==> src/rtl/instr_fetch_queue.sv <==
// Fetch stage: owns the fetch PC, issues single-outstanding reads to instruction memory,
// and buffers {instruction, PC} pairs in a small FIFO for decode/execute.
module instr_fetch_queue #(
    parameter int PC_W = 12,
    parameter int INSTR_W = 19,
    parameter int DEPTH = 4,
    parameter logic [PC_W-1:0] RESET_PC = '0
) (
    input  logic               clk_i,
    input  logic               rst_i,
    output logic               imem_req_o,
    output logic [PC_W-1:0]    imem_addr_o,
    input  logic               imem_ack_i,
    input  logic [INSTR_W-1:0] imem_rdata_i,
    output logic               instr_valid_o,
    input  logic               instr_ready_i,
    output logic [INSTR_W-1:0] instr_o,
    output logic [PC_W-1:0]    instr_pc_o,
    output logic [PC_W-1:0]    instr_pc_plus1_o,
    input  logic               redirect_i,
    input  logic [PC_W-1:0]    redirect_pc_i
);

    localparam int PTR_W = (DEPTH > 1) ? $clog2(DEPTH) : 1;
    localparam int CNT_W = PTR_W + 1;
    localparam logic [CNT_W-1:0] FULL = CNT_W'(DEPTH);

    logic [PC_W-1:0]    fetchPc_q, fetchPc_d;
    logic [PC_W-1:0]    addr_q, addr_d;
    logic               req_q, req_d;
    logic               squash_q, squash_d;
    logic [CNT_W-1:0]   count_q, count_d;
    logic [PTR_W-1:0]   rdPtr_q, rdPtr_d;
    logic [PTR_W-1:0]   wrPtr_q, wrPtr_d;
    logic [INSTR_W-1:0] instrMem [DEPTH];
    logic [PC_W-1:0]    pcMem [DEPTH];

    logic complete;
    logic pop;
    logic push;
    logic pendingAfter;

    always_comb begin
        complete     = req_q & imem_ack_i;
        pop          = (count_q != '0) & instr_ready_i;
        push         = complete & ~squash_q & ~redirect_i;
        pendingAfter = req_q & ~complete;

        count_d   = count_q;
        rdPtr_d   = rdPtr_q;
        wrPtr_d   = wrPtr_q;
        fetchPc_d = fetchPc_q;

        if (redirect_i) begin
            count_d   = '0;
            rdPtr_d   = '0;
            wrPtr_d   = '0;
            fetchPc_d = redirect_pc_i;
        end else begin
            count_d = count_q + CNT_W'(push) - CNT_W'(pop);
            rdPtr_d = rdPtr_q + PTR_W'(pop);
            wrPtr_d = wrPtr_q + PTR_W'(push);
            if (push) begin
                fetchPc_d = addr_q + PC_W'(1);
            end
        end

        // A read left in flight by a redirect must complete at its old address and be dropped.
        squash_d = pendingAfter & (redirect_i | squash_q);

        req_d  = 1'b0;
        addr_d = addr_q;
        if (pendingAfter) begin
            req_d = 1'b1;
        end else if (count_d < FULL) begin
            req_d  = 1'b1;
            addr_d = fetchPc_d;
        end
    end

    always_ff @(posedge clk_i) begin
        if (rst_i) begin
            fetchPc_q <= RESET_PC;
            addr_q    <= RESET_PC;
            req_q     <= 1'b0;
            squash_q  <= 1'b0;
            count_q   <= '0;
            rdPtr_q   <= '0;
            wrPtr_q   <= '0;
        end else begin
            fetchPc_q <= fetchPc_d;
            addr_q    <= addr_d;
            req_q     <= req_d;
            squash_q  <= squash_d;
            count_q   <= count_d;
            rdPtr_q   <= rdPtr_d;
            wrPtr_q   <= wrPtr_d;
        end
    end

    always_ff @(posedge clk_i) begin
        if (push) begin
            instrMem[wrPtr_q] <= imem_rdata_i;
            pcMem[wrPtr_q]    <= addr_q;
        end
    end

    assign imem_req_o       = req_q;
    assign imem_addr_o      = addr_q;
    assign instr_valid_o    = (count_q != '0);
    assign instr_o          = instrMem[rdPtr_q];
    assign instr_pc_o       = pcMem[rdPtr_q];
    assign instr_pc_plus1_o = pcMem[rdPtr_q] + PC_W'(1);

endmodule
==> config.mk <==
export PLATFORM = sky130hd
export DESIGN_NAME = instr_fetch_queue
export DESIGN_NICKNAME = d
export VERILOG_FILES = /design/src/rtl/instr_fetch_queue.sv
export SDC_FILE = /design/constraint.sdc
export NUM_CORES = 1
export LEC_CHECK = 0
export BUFFER_PORTS_ARGS = -buffer_cell sky130_fd_sc_hd__buf_2
export CAP_MARGIN = 20
export CORE_UTILIZATION = 50
export CTS_BUF_LIST = sky130_fd_sc_hd__clkbuf_16
export DETAILED_ROUTE_END_ITERATION = 8
export PLACE_DENSITY_LB_ADDON = 0.15
export SETUP_SLACK_MARGIN = 0.05
export SKIP_LAST_GASP = 1
export SLEW_MARGIN = 20
export SYNTH_ARGS = -nofsm -noshare
export SYNTH_HDL_FRONTEND = slang
export SYNTH_SLANG_ARGS = --single-unit
==> constraint.sdc <==
create_clock -name clk_i -period 6.9 [get_ports clk_i]
set_input_delay 0 -clock clk_i [delete_from_list [all_inputs] [get_ports clk_i]]
set_output_delay 0 -clock clk_i [all_outputs]
set_load 0.005 [all_outputs]
Word level (Yosys, flattened, before mapping)
Memories as Yosys holds them, arrays and structs flattened. A register that Yosys moved wholly into a read port is not among the register bits.
Cells that the tools add are included.
{"block": "totals", "mem_bits_rw": 124, "elab_cells": 39, "regBits": 33, "mem_count": 2, "inputBits": 36}
{"memory": "instrMem", "depth": 4, "width": 19, "rd": 1, "rd_clocked_by_memory_dff": 1, "write_ports": 1, "line": "35", "rtl": "logic [INSTR_W-1:0] instrMem [DEPTH];"}
{"memory": "pcMem", "depth": 4, "width": 12, "rd": 1, "rd_clocked_by_memory_dff": 1, "write_ports": 1, "line": "36", "rtl": "logic [PC_W-1:0] pcMem [DEPTH];"}
{"block": "op_classes", "n_bitwise": 11, "n_lt_le_gt_ge": 1, "mux": 9, "n_reduce_logical": 3, "n_addsub": 6}
{"cell": "12-bit by 1-bit adder with 12-bit output, second input constant", "count": 2}
{"cell": "12-bit 2-to-1 mux", "count": 2}
{"cell": "1-bit bitwise AND", "count": 6}
{"cell": "2-bit by 1-bit adder with 2-bit output", "count": 2}
{"cell": "1-bit 2-to-1 mux", "count": 4}
{"cell": "2-bit 2-to-1 mux", "count": 2}
{"cell": "1-bit inverter", "count": 4}
{"cell": "3-bit by 1-bit adder with 3-bit output", "count": 1}
{"cell": "3-bit less-than comparator, second input constant", "count": 1}
{"cell": "3-bit 2-to-1 mux", "count": 1}
{"cell": "3-bit nonzero test", "count": 1}
{"cell": "3-bit by 1-bit subtractor with 3-bit output", "count": 1}
{"cell": "2-bit AND reduction", "count": 1}
{"cell": "2-bit OR reduction", "count": 1}
{"cell": "1-bit bitwise OR", "count": 1}

Longest topological paths before layout
Gate-level depths: netlist of run 1.
{"block": "logic_depth", "depth_word": 9, "ltp_mapped": 13, "depth_no_buf": 10}

Worst setup path before layout of run 1
No wires, ideal clock.
{"block": "synth_timing", "path_kind": "reg2reg", "from": "register req_q, in the netlist imem_req_o", "to": "memory instrMem[1][0], enable pin", "path_buffers": 1, "arrival_time_ps": 2976, "required_time_ps": 6436, "setup_ps": 464, "stages_incl_launch_ff": 4, "path_slack_ps": 3460, "path_cell_list": "dfxtp_1 nand4bb_1 buf_2 nor3b_1"}
{"block": "synth_via", "elab_chain_cells": 5}
{"element": "start: declaration", "line": "30", "rtl": "logic req_q, req_d;"}
{"element": "start signal: assignment", "line": "93", "rtl": "req_q <= req_d;"}
{"element": "1-bit bitwise AND", "line": "44", "rtl": "complete = req_q & imem_ack_i;"}
{"element": "1-bit bitwise AND (2 in series)", "line": "46", "rtl": "push = complete & ~squash_q & ~redirect_i;"}
{"element": "1-bit 2-to-1 mux", "line": "102", "rtl": "if (push) begin"}
{"element": "1-bit 2-to-1 mux (implied by the code)", "line": "103", "rtl": "instrMem[wrPtr_q] <= imem_rdata_i;"}
{"element": "end: declaration", "line": "35"}
Every way passes these cells.

Worst setup path in the final report of run 1
{"block": "layout_timing", "from": "register count_q[1]", "to": "register addr_q[1], in the netlist imem_addr_o[1]"}
{"block": "layout_via", "elab_chain_cells": 6, "elab_cells_between_ends": 7, "classes_between": "add/sub: 2; order compare: 1; mux: 1; bitwise: 1; reduce/logical: 2"}
{"element": "start: declaration", "line": "32", "rtl": "logic [CNT_W-1:0] count_q, count_d;"}
{"element": "start signal: assignment", "line": "95", "rtl": "count_q <= count_d;"}
{"element": "branches (longest 2 deep; another with 3-bit by 1-bit adder with 3-bit output)"}
{"element": "3-bit by 1-bit subtractor with 3-bit output (*)", "line": "60", "rtl": "count_d = count_q + CNT_W'(push) - CNT_W'(pop);"}
{"element": "3-bit 2-to-1 mux (*)", "line": "54", "rtl": "if (redirect_i) begin"}
{"element": "3-bit less-than comparator (*)", "line": "75", "rtl": "end else if (count_d < FULL) begin"}
{"element": "2-bit AND reduction (no source line) (*)"}
{"element": "end signal: assignment", "line": "92", "rtl": "addr_q <= addr_d;"}
{"element": "end: declaration", "line": "29", "rtl": "logic [PC_W-1:0] addr_q, addr_d;"}
Every way passes the cells marked *.
A chain may end at the register's enable or synchronous reset.

==> results of run 1 <==
==> cells by family after synthesis <==
logic type | after synthesis | share of synthesized area (%)
flops | 157 | 70.3
mux | 33 | 11.5
simple gates | 98 | 7.99
buf+inv | 24 | 2.17
compound gates | 28 | 3.17
xor+xnor | 25 | 3.73
fa+ha+maj | 5 | 1.12
==> metal layers <==
metal	wire length, µm	vias up	track usage [%]	part of all wire [%]
met5	0	-	0	0
met4	161	0	8.51	1.4
met3	418	15	4.84	3.5
met2	5860	83	32.4	49
met1	5400	1777	25.3	46
li1	-	1689	-	-
==> stage by stage <==
stage	total power, µW	std cells
after floorplan	1160	370
after global placement	1210	617
after detailed placement	1210	617
after CTS	2190	681
after global routing	2250	681
final	2170	681
==> critical path: stages, from the launching register on <==
cell and delay, ns:
dfxtp_1 0.33, or3_1 0.38, and2_0 0.24, xnor2_1 0.17, ha_1 0.21, fa_1 0.37, xnor3_1 0.20, nand2b_2 0.10
and2_1 0.57, mux2i_1 0.27, nor2_1 0.06
==> sequential cells by signal, indices dropped and copies added (netlist names) <==
signal and flops:
instrMem 76, pcMem 48, fetchPc_q 12, imem_addr_o 12, count_q 3, rdPtr_q 2
wrPtr_q 2, imem_req_o 1, squash_q 1
==> worst max-delay path by stage <==
stage / from / end / depth (start not counted)
detailed placement: redirect_i / imem_addr_o[1] / 10
floorplan: imem_req_o / instrMem[1][0] / 3
global placement: redirect_i / imem_addr_o[1] / 10
CTS: count_q[1] / imem_addr_o[1] / 10
global route: count_q[1] / imem_addr_o[1] / 10
finish: count_q[1] / imem_addr_o[1] / 10
==> layout make-up <==
cell class	instances	area [µm²]
Sequential cell	157	4390
Clock inverter	15	196
Tap cell	168	210
Inverter	6	22.5
Clock buffer	17	425
Fill cell	886	4270
Multi-Input combinational cell	189	1730
Timing Repair Buffer	129	818
==> placed cells by master, fill, tap and decap left out, types with 2 or more instances in the layout <==
cell           Yosys  routed
xor2_1            10      10
edfxtp_1         124     124
nand3_2            3       3
buf_4              2       5
dfxtp_1           33      32
or3_1              2       2
nand3_1            5       5
clkinv_4           0       3
clkbuf_16          0      17
nor2_1            36      35
clkinvlp_4         0       3
clkinv_1           1       2
mux4_2            31      31
o21ai_0            2       2
a221oi_1           6       6
nor3_1             8       7
nand2_1           21      21
ha_1               4       4
a21oi_1            6       6
bufinv_16          0       4
clkinv_2           0       3
nor4_1             2       2
a211oi_1          13      13
nand3b_1           2       2
nand4_1            2       2
and2_1             4       4
dlygate4sd3_1      0      32
buf_2              5      92
nor2b_1            2       2
xnor2_1           14      14
inv_1              5       5
mux2i_1            2       2
==> power by group through the flow <==
stage	clock network (µW)	logic (µW)	registers, µW
after floorplan	0	72.4	1090
after global placement	0	116	1090
after detailed placement	0	119	1090
after CTS	980	133	1070
after global routing	1020	146	1080
final	968	132	1070
==> what timing repair did <==
| item | 4_1_cts | 5_1_grt |
|---|---|---|
| resized for setup | 0 | 0 |
| hold buffers | 32 | 0 |
| endpoints found under the hold margin | 92 | 0 |
==> metrics.md, run 1 <==
| Metric | Value |
|---|---|
| Leading cell types by count after synthesis | 124 x edfxtp_1, 36 x nor2_1, 33 x dfxtp_1 |
| Num CTS Buffers | 17 |
| Top-count cell post-synth | edfxtp_1 |
| Drt first-iter violations | 230 |
| Die height | 114 µm |
| Power share of the combinational group | 6.1% |
| Share of layout cells above drive strength 1 | around 33% |
| RSZ-0062 raised after global routing | false |
| Htree depth | 4 |
| Critical Path Sink Type | flop |
| CP Class | reg -> reg |
| FF+latch count, synth | roughly 160 |
| Clock power frac | 44.5% |
| Synth cell types | 42 |
| Post-synth top flop | edfxtp_1 |
| Die area | roughly 0.013 mm² |
| Worst clock skew | about 0.0083 ns |
| Fin crit period | around 3.0 ns |
| Reg2Reg Depth | 10 |
| Fin Setup TNS | 0 ns |
| Clock Path Buffers | 2 |
| First-pass GRT wire length | ~19000 µm |
| Sequential Power Share | between 40 and 50% |
| FF-to-FF Start | count_q[1] |
| Post-layout net count | around 540 |
| Ant. Diodes | 0 |
| Area growth syn-to-layout | 25.0% |
| Pre-CTS setup slack | 3.84 ns |
| Synth area leaders | edfxtp_1 60%, mux4_2 11%, dfxtp_1 11% |
| Fin. Hold Viols | 0 |
| DRC Markers | 0 |
| Worst vdd ir | 0.149 mV |
| Syn Inst Count | between 300 and 400 |
| Worst setup margin | between 3 and 4 ns |
| IO Port Bufs | 92 |
| Final setup fails | 0 |
| Final Cell Area | between 0.007 and 0.008 mm² |
| Syn_area_per_cell | 16.9 µm² |
| Status | complete, no violations |
| Type of the worst min-delay path | in -> reg |
| Maxcap violations | 0 |
| Chip Width | 114 µm |
| HP Start | rst_i |
| Post-Route WL | 11800 µm |
| PD cells | around 280 mW/mm² |
| Crit start category | flop |
| Min Hold Slack | 0.0576 ns |
| Drt first pass iters | 5 |
| CTS sink count | ~160 |
| Core area | approximately 0.012 mm² |
| DR WL/cell | between 15 and 20 µm |
| Synth Warn # | 0 |
| Sequential fraction of the synthesis area | 70.3% |
| Setup Fix Bufs, Post-CTS | 0 |
| Hold depth | 2 |
| Clk slew on worst S/H paths | around 0.060 ns |
| Clock root buffer | clkbuf_16 |
| Synth Net Count | approximately 410 |
| WP data required | ~7.2 ns |
| Critical path arrival | around 3.3 ns |
| Ys async rst share | 0% |
| Placed Area | slightly below 0.007 mm² |
| Initial Utilization | between 50% and 60% |
| Final core occ | between 60% and 70% |
| Sw Pwr | 456 µW |
| FP Rows | 40 |
| Number of enable flip-flop cells after synthesis | around 120 |
| Syn Std Cell Area | 0.00624 mm² |
| Largest net degree at the start of global routing | 33 |
| Global route total overflow | 0 |
| Fmax | between 300 and 400 MHz |
| Area leader, netlist | edfxtp_1 |
| Via count of the routed design | approximately 3600 |
| Min-Delay Endpoint | fetchPc_q[4] |
| Max-slew violation count | 0 |
| Vias in the first global route | roughly 3600 |
| Relative slew slack | around 34% |
| Switching share of power | a little over a fifth |
| GPL Wtd Cong | around 0.77 |
| Worst slew pin tran | 0.990 ns |
| CTS tree | done |
| Routed Antenna Nets | 0 |
| Top cell type's share of synthesized area | 59.7% |
| Reg2reg setup slack | roughly 3.9 ns |
| Period utilization | 43.8% |
| Int Pwr | 1720 µW |
| Total GRT Usage | approximately 20% |
| Worst skew pair latency | about 0.42 ns |
| Final HPWL from detailed placement | between 7000 and 8000 µm |
| Worst R2R End | imem_addr_o[1] |
| Initial antenna violation count | 0 |
| Vias per cell | ~5.2 |
| Leakage | 0.00279 µW |
| Io pins | 93 |
| Max Fanout on Critical Path | 19 |
No activity file was read; power rests on OpenSTA's default activity.
==> run 2: changes to the inputs <==
Clock period 6.9 ns to 2.4 ns, I/O delays scaled along.
==> metrics.md, run 2 (synthesis results as in run 1) <==
| Metric | Value |
|---|---|
| Routed Antenna Nets | 0 |
| Die height | ~110 µm |
| WP buf/inv | 0 |
| Power share of the combinational group | under 10% |
| FP Rows | 40 |
| Crit start category | flop |
| Worst slew pin tran | 0.624 ns |
| First-pass GRT wire length | 19200 µm |
| Worst skew pair latency | about 0.41 ns |
| Max Fanout on Critical Path | 6 |
| Max reg flops | 76 |
| Reg with most FFs | instrMem |
| Largest registers | instrMem: 76 flops, pcMem: 48 flops |
| PD cells | about 740 mW/mm² |
| Placed Cells | 641 |
| Chip Width | around 110 µm |
| Drt first pass iters | 4 |
| Sequential Power Share | 51.5% |
| Final HPWL from detailed placement | about 7800 µm |
| CP Cell Sequence | or3_4, and2_4, xnor2_2, ha_2, fa_2, xnor3_1, nand2b_4, nand2_2, or3_1, a21oi_1 |
| Relative slew slack | just under 60% |
| CP Class | reg -> reg |
| Worst vdd ir | around 0.51 mV |
| Clock Path Buffers | 2 |
| CTS tree | done |
| Reg2Reg Depth | 10 |
| Die area | between 0.01 and 0.015 mm² |
| Total GRT Usage | around a fifth |
| Maxcap violations | 0 |
| Fin. Hold Viols | 0 |
| Vias in the first global route | 3767 |
| WP data required | between 2 and 3 ns |
| Initial Utilization | 51.7% |
| IO Port Bufs | 92 |
| Initial antenna violation count | 0 |
| Pre-CTS setup slack | -0.0852 ns |
| DRC Markers | 0 |
| Htree depth | 4 |
| DR WL/cell | about 17 µm |
| Leading cell type in the layout, fill and taps excluded | edfxtp_1 |
| Switching share of power | a little over a fifth |
| CP peak stage delay | 0.38 ns |
| Type of the worst min-delay path | in -> reg |
| Post-Route WL | about 12000 µm |
| Io pins | slightly above 90 |
| CTS sink count | 157 |
| Critical path arrival | 2.75 ns |
| Critical Path Sink Type | flop |
| Status | finished, violations left |
| Max-slew violation count | 0 |
| Crit-path slowest cell | or3_4 |
| Period utilization | 101% |
| Most frequent cells in the layout | 124 x edfxtp_1, 92 x buf_2, 34 x nor2_1 |
| Share of layout cells above drive strength 1 | between 30 and 40% |
| RSZ-0062 raised after global routing | true |
| Core area | 0.0121 mm² |
| Post-layout net count | 571 |
| Global route total overflow | 0 |
| Leakage | 0.00292 µW |
| Kind of cell adding the most delay to the critical path | simple AND/OR/NAND/NOR gates |
| Final setup fails | 1 |
| WP depth | 10 |
| Violated checks | negative setup slack |
| Fmax | a little over 400 MHz |
| Hold depth | 3 |
| Sw Pwr | roughly 1300 µW |
| GPL Wtd Cong | 0.741 |
| Drt first-iter violations | about 150 |
| Final std cells w/o fill | around 700 |
| Clock power frac | about 40% |
| Ant. Diodes | 0 |
| Largest net degree at the start of global routing | 33 |
| Int Pwr | 4650 µW |
| Worst clock skew | about 0.0030 ns |
| Worst setup margin | -0.0148 ns |
| Area growth syn-to-layout | 28.9% |
| Vias per cell | approximately 5.2 |
| Clk slew on worst S/H paths | roughly 0.060 ns |
| Via count of the routed design | 3695 |
| Clock root buffer | clkbuf_16 |
| Fin crit period | between 2 and 2.5 ns |
| Num CTS Buffers | 17 |
[run 2: metal layers]
metal  share of wire [%]  global-route usage [%]
met3                 3.4                    4.41
met4                 1.2                    7.89
met5                   0                       0
met2                  51                    34.3
met1                  44                    25.5
[run 2: worst paths after layout]
kind              start             end  slack, ns
min          imem_ack_i        squash_q       0.08
max reg2reg  count_q[0]  imem_addr_o[0]      -0.01
min reg2reg    squash_q        squash_q       0.51
max          count_q[0]  imem_addr_o[0]      -0.01
[run 2: layout make-up]
| class | instances | area, µm² |
|---|---|---|
| repair buffers | 157 | 1060 |
| well taps | 168 | 210 |
| fillers | 853 | 4030 |
| inverters | 6 | 22.5 |
| clock inverters | 15 | 109 |
| clock buffers | 17 | 425 |
| flip-flops and latches | 157 | 4390 |
| multi-input cells | 191 | 1820 |
[run 2: tightest hold or removal path, stage by stage]
cell and delay, ns:
buf_2 0.10, nand2b_1 0.27, nor3_1 0.07
[run 2: metrics by stage]
stage / power (µW) / area (µm²) / util (%) / hold WS [ns] / TNS (ns)
2_1_floorplan: 3340 / 6270 / - / 0.0716 / -1.02
3_3_place_gp: 3510 / 7090 / 58.8 / 0.211 / -0.0258
3_5_place_dp: 3530 / 7090 / 58.8 / 0.217 / -0.496
4_1_cts: 5970 / 7970 / 66.1 / 0.0347 / -0.00921
5_1_grt: 6140 / 8040 / 66.6 / 0.0940 / -0.663
6_report: 5920 / 8040 / 66.6 / 0.0809 / -0.0148
[run 2: power by group through the flow]
stage / clock network (µW) / logic (µW) / registers, µW
after floorplan: 0 / 216 / 3120
after global placement: 0 / 409 / 3100
after detailed placement: 0 / 422 / 3110
after CTS: 2440 / 477 / 3050
after global routing: 2550 / 534 / 3050
final: 2380 / 487 / 3050
[run 2: what timing repair did]
| item | in CTS | in global routing |
|---|---|---|
| hold buffers | 31 | 0 |
| setup buffers | 0 | 5 |
| pin swaps | 2 | 2 |
| resized for setup | 8 | 6 |
| setup endpoints to repair | 19 | 16 |
| hold endpoints to repair | 90 | 0 |
| cloned | 2 | 0 |
==> run 3: changes to the inputs <==
Settings changed: SKIP_CTS_REPAIR_TIMING set to 1.
==> metrics.md, run 3 (synthesis results as in run 1) <==
| Metric | Value |
|---|---|
| Maxcap violations | 0 |
| CP Class | reg -> reg |
| Area growth syn-to-layout | 29.0% |
| Initial Utilization | roughly 52% |
| Largest registers | instrMem: 76 flops, pcMem: 48 flops |
| Crit-path slowest cell | or3_4 |
| Min Hold Slack | -0.00835 ns |
| Post-Route WL | 12300 µm |
| Period utilization | 101% |
| Largest net degree at the start of global routing | 33 |
| Fin Setup TNS | -0.0252 ns |
| Worst vdd ir | about 0.51 mV |
| Total GRT Usage | around 20% |
| Pre-CTS setup slack | -0.0852 ns |
| Leading cell type in the layout, fill and taps excluded | edfxtp_1 |
| Vias per cell | between 5 and 6 |
| Critical Path Sink Type | flop |
| Fmax | roughly 410 MHz |
| Routed Antenna Nets | 0 |
| Max Fanout on Critical Path | 9 |
| Final core occ | 66.7% |
| Kind of cell adding the most delay to the critical path | simple AND/OR/NAND/NOR gates |
| Final setup fails | 2 |
| Htree depth | 4 |
| Worst setup margin | -0.0226 ns |
| Clk slew on worst S/H paths | approximately 0.06 ns |
| Leakage | slightly below 0.003 µW |
| Placed Area | between 0.007 and 0.008 mm² |
| CTS sink count | ~160 |
| Core area | 0.0121 mm² |
| Vias in the first global route | ~3600 |
| GPL Wtd Cong | about 0.74 |
| WP buf/inv | 0 |
| Chip Width | approximately 110 µm |
| Most common cell on crit path | and2_4 |
| Io pins | 93 |
| Final HPWL from detailed placement | a little under 8000 µm |
| Type of the worst min-delay path | in -> reg |
| Post-layout net count | 570 |
| Max reg flops | 76 |
| CP peak stage delay | about 0.38 ns |
| Reg with most FFs | instrMem |
| Max-slew violation count | 0 |
| Worst skew pair latency | 0.41 ns |
| Via count of the routed design | roughly 3700 |
| DR WL/cell | roughly 17 µm |
| WP data required | ~2.7 ns |
| Drt first pass iters | 4 |
| Global route total overflow | 0 |
| DRC Markers | 0 |
| First-pass GRT wire length | roughly 19000 µm |
| Status | finished, violations left |
| PD cells | ~740 mW/mm² |
| Final Cell Area | about 0.0080 mm² |
| Num CTS Buffers | 17 |
| Clock Path Buffers | 2 |
| FP Rows | 40 |
| CTS tree | done |
| Worst slew pin tran | 0.622 ns |
| Crit start category | flop |
| RSZ-0062 raised after global routing | true |
| Initial antenna violation count | 0 |
| Violated checks | negative hold slack, negative setup slack |
| Worst clock skew | 0.00311 ns |
| Drt first-iter violations | roughly 150 |
| CP Cell Sequence | or3_4, and2_4, xnor2_2, ha_2, fa_2, xnor3_1, nand2b_4, and2_4, nor2_1, a211oi_1 |
| Critical path arrival | around 2.7 ns |
| Ant. Diodes | 0 |
| Die height | between 100 and 150 µm |
| IO Port Bufs | just over 90 |
| Most frequent cells in the layout | 124 x edfxtp_1, 92 x buf_2, 34 x nor2_1 |
| Share of layout cells above drive strength 1 | roughly 40% |
| Relative slew slack | 58.6% |
| Clock root buffer | clkbuf_16 |
| Fin crit period | roughly 2.4 ns |
| Fin. Hold Viols | 1 |
| Die area | around 0.013 mm² |
## run 3: layout make-up
cell class,instances,area (µm²)
tap,168,210
multi-input combinational,191,1830
fill,863,4020
clock inverter,15,109
timing repair buffer,156,1060
clock buffer,17,425
inverter,6,22.5
sequential,157,4390
## run 3: worst paths after layout
path,from,endpoint,slack (ns),cells past startpoint
worst max-delay path,count_q[0],imem_addr_o[5],-0.02,10
worst max register to register,count_q[0],imem_addr_o[5],-0.02,10
worst min register to register,squash_q,squash_q,0.51,2
worst min-delay path,redirect_pc_i[1],fetchPc_q[1],-0.008,4
## run 3: routing by layer
| layer | wire length (µm) | vias up | track usage (%) | share of wire, % |
|---|---|---|---|---|
| met4 | 145 | 0 | 7.89 | 1.2 |
| met1 | 5420 | 1866 | 24.9 | 44 |
| li1 | - | 1754 | - | - |
| met3 | 506 | 10 | 4.73 | 4.1 |
| met2 | 6190 | 90 | 32.3 | 50 |
| met5 | 0 | - | 0 | 0 |
## run 3: worst reg2reg max path, stage by stage, from the launching register on
cell and delay [ns]:
dfxtp_2 0.32, or3_4 0.38, and2_4 0.16, xnor2_2 0.13, ha_2 0.18, fa_2 0.33
xnor3_1 0.22, nand2b_4 0.12, and2_4 0.22, nor2_1 0.07, a211oi_1 0.21
## run 3: per-stage QoR
stage | cells | power (µW)
after floorplan | 370 | 3340
after global placement | 641 | 3510
after detailed placement | 641 | 3530
after CTS | 673 | 5920
after global routing | 710 | 6140
final | 710 | 5930
## run 3: power by group
group / switching (µW) / internal, µW
clock network: 991 / 1400
logic: 247 / 245
registers: 37.7 / 3010
total: 1280 / 4650
